`src/rtl/ifu_fetch.sv`:
```
// Instruction fetch FSM: one read in flight, result held for decode; 3 cycles pc_valid->inst_valid with zero-wait memory.
// Backpressure: arready/rvalid waits stretch AR/R; inst_ready low holds OUT and blocks new PCs.
module ifu_fetch #(
  parameter int                ADDR_W   = 32,
  parameter int                DATA_W   = 32,
  parameter logic [ADDR_W-1:0] RESET_PC = 32'h8000_0000
) (
  input  logic              clk,
  input  logic              rst,
  input  logic              pc_valid,
  input  logic [ADDR_W-1:0] pc_in,
  output logic              pc_ready,
  output logic              arvalid,
  output logic [ADDR_W-1:0] araddr,
  input  logic              arready,
  input  logic              rvalid,
  input  logic [DATA_W-1:0] rdata,
  input  logic [1:0]        rresp,
  output logic              rready,
  output logic              inst_valid,
  output logic [DATA_W-1:0] inst,
  output logic [ADDR_W-1:0] inst_pc,
  input  logic              inst_ready,
  output logic              fetch_err,
  output logic [31:0]       fetch_cnt
);

  typedef enum logic [2:0] {
    S_BOOT = 3'd0,
    S_IDLE = 3'd1,
    S_AR   = 3'd2,
    S_R    = 3'd3,
    S_OUT  = 3'd4
  } state_e;

  state_e            state_q, state_d;
  logic [ADDR_W-1:0] araddr_q, araddr_d;
  logic [DATA_W-1:0] inst_q, inst_d;
  logic [ADDR_W-1:0] inst_pc_q, inst_pc_d;
  logic              fetch_err_q, fetch_err_d;
  logic [31:0]       fetch_cnt_q, fetch_cnt_d;

  always_ff @(posedge clk or negedge rst) begin
    if (!rst) state_q <= S_BOOT;
    else      state_q <= state_d;
  end

  always_comb begin
    state_d = state_q;
    unique case (state_q)
      S_BOOT: state_d = S_AR;
      S_IDLE: if (pc_valid) state_d = (pc_in[1:0] == 2'b00) ? S_AR : S_OUT;
      S_AR:   if (arready) state_d = S_R;
      S_R:    if (rvalid) state_d = S_OUT;
      S_OUT:  if (inst_ready) state_d = S_IDLE;
      default: state_d = S_BOOT;
    endcase
  end

  // Handshake outputs depend only on the state register, never on inputs.
  always_comb begin
    pc_ready   = 1'b0;
    arvalid    = 1'b0;
    rready     = 1'b0;
    inst_valid = 1'b0;
    unique case (state_q)
      S_IDLE:  pc_ready   = 1'b1;
      S_AR:    arvalid    = 1'b1;
      S_R:     rready     = 1'b1;
      S_OUT:   inst_valid = 1'b1;
      default: ;
    endcase
  end

  always_comb begin
    araddr_d    = araddr_q;
    inst_d      = inst_q;
    inst_pc_d   = inst_pc_q;
    fetch_err_d = fetch_err_q;
    fetch_cnt_d = fetch_cnt_q;
    unique case (state_q)
      S_BOOT: begin
        araddr_d  = RESET_PC;
        inst_pc_d = RESET_PC;
      end
      S_IDLE: begin
        if (pc_valid) begin
          araddr_d  = pc_in;
          inst_pc_d = pc_in;
          // Misaligned PC skips the bus and is reported as a faulting fetch.
          if (pc_in[1:0] != 2'b00) begin
            inst_d      = '0;
            fetch_err_d = 1'b1;
          end
        end
      end
      S_R: begin
        if (rvalid) begin
          inst_d      = rdata;
          fetch_err_d = (rresp != 2'b00);
        end
      end
      S_OUT: begin
        if (inst_ready) fetch_cnt_d = fetch_cnt_q + 32'd1;
      end
      default: ;
    endcase
  end

  always_ff @(posedge clk or negedge rst) begin
    if (!rst) begin
      araddr_q    <= RESET_PC;
      inst_q      <= '0;
      inst_pc_q   <= '0;
      fetch_err_q <= 1'b0;
      fetch_cnt_q <= '0;
    end else begin
      araddr_q    <= araddr_d;
      inst_q      <= inst_d;
      inst_pc_q   <= inst_pc_d;
      fetch_err_q <= fetch_err_d;
      fetch_cnt_q <= fetch_cnt_d;
    end
  end

  assign araddr    = araddr_q;
  assign inst      = inst_q;
  assign inst_pc   = inst_pc_q;
  assign fetch_err = fetch_err_q;
  assign fetch_cnt = fetch_cnt_q;

  a_onehot_hs: assert property (@(posedge clk) disable iff (!rst)
    $onehot0({pc_ready, arvalid, rready, inst_valid}));
  a_ar_stable: assert property (@(posedge clk) disable iff (!rst)
    (arvalid && !arready) |=> (arvalid && $stable(araddr)));
  a_out_stable: assert property (@(posedge clk) disable iff (!rst)
    (inst_valid && !inst_ready) |=>
      (inst_valid && $stable(inst) && $stable(inst_pc) && $stable(fetch_err)));

endmodule

```
`config.mk`:
```
export PLATFORM = sky130hd
export DESIGN_NAME = ifu_fetch
export DESIGN_NICKNAME = d
export VERILOG_FILES = /design/src/rtl/ifu_fetch.sv
export SDC_FILE = /design/constraint.sdc
export NUM_CORES = 1
export LEC_CHECK = 0
export BUFFER_PORTS_ARGS = -buffer_cell sky130_fd_sc_hd__clkbuf_2
export CORE_ASPECT_RATIO = 0.6
export CORE_MARGIN = 2
export CORE_UTILIZATION = 43
export DETAILED_ROUTE_END_ITERATION = 10
export GPL_TIMING_DRIVEN = 0
export PLACE_DENSITY = 0.74
export REMOVE_ABC_BUFFERS = 1
export SLEW_MARGIN = 15
export SYNTH_ARGS = -nofsm -noshare
export SYNTH_HDL_FRONTEND = slang
export SYNTH_SLANG_ARGS = --single-unit
```
`constraint.sdc`:
```
create_clock -name clk -period 1.7 [get_ports clk]
set_input_delay 0.51 -clock clk [delete_from_list [all_inputs] [get_ports clk]]
set_output_delay 0.51 -clock clk [all_outputs]
set_load 0.01 [all_outputs]
```
==> flow_summary.ini, run 1 <==
[yosys]
netlist_area_sq_um = 4620
synth_xor_area_share_pct = 5.87
yosys.area_share.adder_pct = 0.271
synth-edff-count = 0
synth_top_flop_cell = dfrtp_1
syn-mean-instance-area_sq_um = 9.63
ys_warn_count = 0
synth_mux_area_share_pct = 0.244
synth.top_cells.by_count = 100 x dfrtp_1, 74 x nand2_1, 42 x inv_1
synth_top_family_by_area = simple AND/OR/NAND/NOR gates
synthArstFlopShare_pct = 100
synth_compound_area_share_pct = 5.14
netlist_top_cells_area = dfrtp_1 54%, nand2_1 6.0%, nand4_1 5.3%
post-synth-top-count-cell = dfrtp_1
synth-seq-cells = 101
yosysUniqueCellTypes = 37
synth.top_cell.area_share_pct = 54.1
ys_seq_area_share_pct = 54.7
yosys.area_share.simple_pct = 22.7
syn_inst = 480
yosys.area.top_type = dfrtp_1

[drt]
drtIter0Drc = 211
ant_nets = 0
routed_via_density = 5.18
dr_total_vias = 4334
avgRoutedWirePerCell_um = 16.7
post-route-drc-count = 0
routed_wl_um = 14000
drt_first_pass_iters = 4

[clock_network]
worstSkewPairLatency_ns = 0.34
cts_root_buf = clkbuf_16
numCtsBuffers = 9
hold_buffers = 0
cts_tree = yes
clkSlewWorstSetupHoldPaths_ns = 0.07
cts_sinks = 101
h-tree-depth = 3
clockBufferDepth = 2

[critical_path]
crit_family = simple AND/OR/NAND/NOR gates
crit_chain = nand3_4, or4_4, buf_6, nor3_2, xor2_1
crit_buf_inv = 1
cpPeakStageDelay_ns = 0.58
critPathKind = reg -> reg
critPathLaunchType = flop
critPathSlowestCell = or4_4
cp.arrival_ns = 2.03
required_ns = 1.96
worstSetupEndpointType = flop
worstPathMaxFanout = 5

[placement]
dp_cells = 764
gp_congestion = 0.826
placed_cell_area_sq_um = 5520
hpwl_um = 8070
portBuffers = 204

[power]
seqPwrFrac_pct = 37.0
swShare_pct = 37.6
p_sw_mw = 3.60
ir_worst_vdd_mv = 0.781
pwr-share-clk_pct = 21.5
power_density_nw_per_um2 = 1450
combPwrFrac_pct = 41.5
power_leakage_nw = 3.54
p_int_mw = 5.97

[timing]
slew_headroom_pct = 45.6
period_share_pct = 104
rsz0062_at_grt = true
setup_ws_ns = -0.0762
slew_violations = 0
fin_setup_tns_ns = -0.447
setup_viol = 24
hold_violations = 0
tightest_slew_ns = 0.816
period_needed_ns = 1.78
clock_skew_ns = 0.00867
clock.fmax_ghz = 0.563
whs_ns = 0.217

[global_routing]
first_global_vias = 4228
grt_use_total_pct = 23.2
grt_max_degree = 102
overflow = 0
grt_antenna_before_repair = 0
grt_first_pass_wirelength_um = 21100

[cells_and_area]
area_growth_syn_to_layout_pct = 42.9
drive_gt1_share_pct = 45.8
layout.nets = 766
finalNonFillerCells = 837
post-route-cell-area_sq_um = 6600
nFillCells = 884
insertedDiodeCount = 0
fin_util_pct = 62.8

[floorplanning]
die_area_sq_um = 11600
core_area_sq_um = 10500
initial_utilization_pct = 43.9
row_count = 29
pin_count = 205
die_y_um = 84.3
dieWidth_um = 138

[status]
status = finished, violations left
failed_checks = setup timing

[min_path]
hold_class = in -> async

[job]
drv_cap = 0
[worst reg2reg max path, cell delays in order, from the launching register on]
cell and delay, ns:
dfrtp_1 0.43, nand3_4 0.12, or4_4 0.58, buf_6 0.18, nor3_2 0.22, xor2_1 0.17
[power by group through the flow]
stage               Combinational (mW)  Sequential [mW]  Clock (mW)
CTS                               3.55             3.52        2.12
detailed placement                2.77             3.71           0
global placement                  2.61             3.69           0
global route                      4.33             3.63        2.22
finish                            3.97             3.54        2.06
floorplan                        0.992             3.98           0
[cell type report]
| type | instances | area [sq um] | area share [%] |
|---|---|---|---|
| sequential | 101 | 2540 | 38.5 |
| clock buffer | 11 | 243 | 3.68 |
| timing repair buffer | 257 | 1560 | 23.7 |
| multi-input combinational | 282 | 1860 | 28.2 |
| inverter | 42 | 164 | 2.48 |
| clock inverter | 5 | 60.1 | 0.909 |
| tap | 139 | 174 | 2.63 |
[cell usage in the layout (no fill, tap or decap), types with 6 or more instances in the layout]
cell type,count
nand3_1,37
nor2_1,6
o21ai_0,8
nand4_1,39
o21ai_1,25
buf_6,9
inv_1,40
and3_1,6
clkbuf_2,198
nor3_2,6
nand2_1,73
dfrtp_1,94
xnor2_1,13
buf_4,34
xor2_1,18
clkbuf_16,11
[flip-flops by register name (all words and copies together) (netlist names)]
| register | count |
|---|---|
| araddr | 32 |
| fetch_err | 1 |
| fetch_cnt | 32 |
| inst_pc | 1 |
| inst | 32 |
| state_q | 3 |
[final timing paths]
check                               from             to  slack, ns  cells after the start
setup / recovery           fetch_cnt[16]  fetch_cnt[21]      -0.08                      5
hold / removal                       rst  fetch_cnt[29]       0.22                      1
setup reg to reg           fetch_cnt[16]  fetch_cnt[21]      -0.08                      5
hold reg to reg                araddr[3]      araddr[3]       0.49                      2
max in group asynchronous            rst     state_q[0]       0.79                      1
min in group clk               pc_in[11]     araddr[11]       0.40                      3
[metrics by stage]
| step | power (mW) | worst slack (ns) |
|---|---|---|
| 2_1_floorplan | 4.98 | -2.30 |
| 3_3_place_gp | 6.30 | -4.29 |
| 3_5_place_dp | 6.47 | -1.65 |
| 4_1_cts | 9.19 | -0.0832 |
| 5_1_grt | 10.2 | -0.124 |
| 6_report | 9.57 | -0.0762 |
[routing by layer]
layer	global-route usage (%)	vias to the layer above	part of all wire, %
li1	-	2013	-
met1	30.9	2110	42
met2	37.1	197	49
met3	7.25	14	8.2
met4	5.57	0	1.0
met5	0	-	0
[logic make-up (layout without fill, tap and decap cells)]
family	count (synthesis)	after routing
AOI/OAI and AO/OA	44	46
xor gates and xnor gates	31	31
adders and majority gates	1	1
buffers and inverters	102	315
DFF	101	101
muxes	1	1
and+or+nand+nor	200	203
[timing repair]
item / CTS / global route
pin swaps: 9 / 17
setup endpoints to repair: 105 / 72
buffers inserted: 31 / 18
gates cloned: 4 / 4
gates resized for setup: 31 / 56
(Power assumes the default switching activity.)
==> inputs of run 2 (changes only) <==
CORE_UTILIZATION = 44   (was 43)
CTS_BUF_LIST = sky130_fd_sc_hd__clkbuf_8   (was not set)
PLACE_DENSITY = 0.75   (was 0.74)
SETUP_SLACK_MARGIN = 0.15   (was not set)
==> flow_summary.ini, run 2 (same netlist as run 1, synthesis figures left out) <==
[status]
status = finished, violations left
failed_checks = setup timing

[clock_network]
worstSkewPairLatency_ns = 0.37
h-tree-depth = 3
cts_tree = yes
clkSlewWorstSetupHoldPaths_ns = 0.09
clockBufferDepth = 2
numCtsBuffers = 9
cts_sinks = 101
cts_root_buf = clkbuf_8

[placement]
placed_cell_area_sq_um = 5550
hpwl_um = 8670
portBuffers = 204
gp_congestion = 0.789
preCtsSetupSlack_ns = -1.66

[timing]
rsz0062_at_grt = true
setup_viol = 84
period_needed_ns = 1.81
hold_violations = 0
period_share_pct = 106
tightest_slew_ns = 0.703
slew_violations = 0
setup_ws_ns = -0.107
clock.fmax_ghz = 0.553
slew_headroom_pct = 53.1
clock_skew_ns = 0.0162

[floorplanning]
core_area_sq_um = 10000
die_y_um = 83.4
row_count = 28
dieWidth_um = 136
pin_count = 205
initial_utilization_pct = 46.1
die_area_sq_um = 11400

[drt]
routed_via_density = 5.27
drtIter0Drc = 214
routed_wl_um = 15600
post-route-drc-count = 0
drt_first_pass_iters = 5
dr_total_vias = 4577
avgRoutedWirePerCell_um = 18.0
ant_nets = 0

[global_routing]
grt_antenna_before_repair = 0
grt_use_total_pct = 25.8
first_global_vias = 4447
grt_first_pass_wirelength_um = 23100
grt_max_degree = 70
overflow = 0

[critical_path]
worstPathMaxFanout = 5
critPathLaunchType = flop
reg2reg_slack_ns = -0.10
required_ns = 1.19
critPathKind = reg -> out
regToRegStartpoint = state_q[1]
reg2reg_depth = 9
worstSetupEndpointType = output port
rr_endpoint = inst[21]
cp.arrival_ns = 1.30

[cells_and_area]
mostFrequentLayoutCells = 187 x clkbuf_2, 92 x dfrtp_1, 73 x nand2_1
layout.nets = 802
layout_commonest_cell = clkbuf_2
fin_util_pct = 72.7
area_growth_syn_to_layout_pct = 57.5
post-route-cell-area_sq_um = 7280
drive_gt1_share_pct = 53.0
insertedDiodeCount = 0

[power]
power_leakage_nw = 3.92
finalPower_mw = 9.70
ir_worst_vdd_mv = 0.851
power_density_nw_per_um2 = 1330

[job]
drv_cap = 0

[min_path]
hold_class = in -> async
## run 2: metal layers
| layer | vias up | global-route usage, % | part of all wire (%) |
|---|---|---|---|
| li1 | 2081 | - | - |
| met1 | 2248 | 32.1 | 40 |
| met2 | 215 | 43.6 | 50 |
| met3 | 33 | 6.90 | 7.8 |
| met4 | 0 | 8.52 | 2.6 |
| met5 | - | 0 | 0 |
## run 2: worst max-delay path: stages (launching register included)
cell	delay, ns
dfrtp_4	0.52
buf_6	0.14
and3_4	0.16
buf_6	0.11
## run 2: cell type report
cell class / count / area, sq um
Fill cell: 698 / 2740
Sequential cell: 101 / 2540
Timing Repair Buffer: 295 / 2120
Multi-Input combinational cell: 280 / 2090
Tap cell: 135 / 169
Inverter: 42 / 161
Clock buffer: 10 / 138
Clock inverter: 6 / 56.3
## run 2: repair_timing
action / 4_1_cts / 5_1_grt
endpoints found under the setup margin: 107 / 120
setup buffers: 43 / 39
hold endpoints to repair: 0 / 0
hold buffers: 0 / 0
pin swaps: 32 / 44
gates cloned: 3 / 5
resized for setup: 124 / 88
## run 2: worst max path at each step
stage | to | cells past startpoint | slack (ns) | start
floorplan | inst[0] | 4 | -2.30 | state_q[0]
global placement | inst[9] | 4 | -4.13 | state_q[0]
detailed placement | inst[0] | 5 | -1.66 | state_q[0]
CTS | inst_valid | 2 | -0.1 | state_q[1]
global route | pc_ready | 3 | -0.17 | state_q[0]
finish | arvalid | 3 | -0.11 | state_q[1]
## run 2: per-stage QoR
step | cells | hold WS, ns | TNS, ns
finish | 869 | 0.0291 | -4.78
floorplan | 420 | 0.214 | -114.32
detailed placement | 763 | 0.428 | -105.76
global route | 869 | 0.0285 | -10.19
CTS | 825 | 0.0218 | -0.367
global placement | 759 | 0.456 | -334.59
## run 2: power by group
group | switching (mW) | internal [mW] | total [mW]
Clock | 0.826 | 0.707 | 1.53
Sequential | 0.479 | 3.06 | 3.53
Combinational | 2.43 | 2.20 | 4.64
Total | 3.74 | 5.97 | 9.70
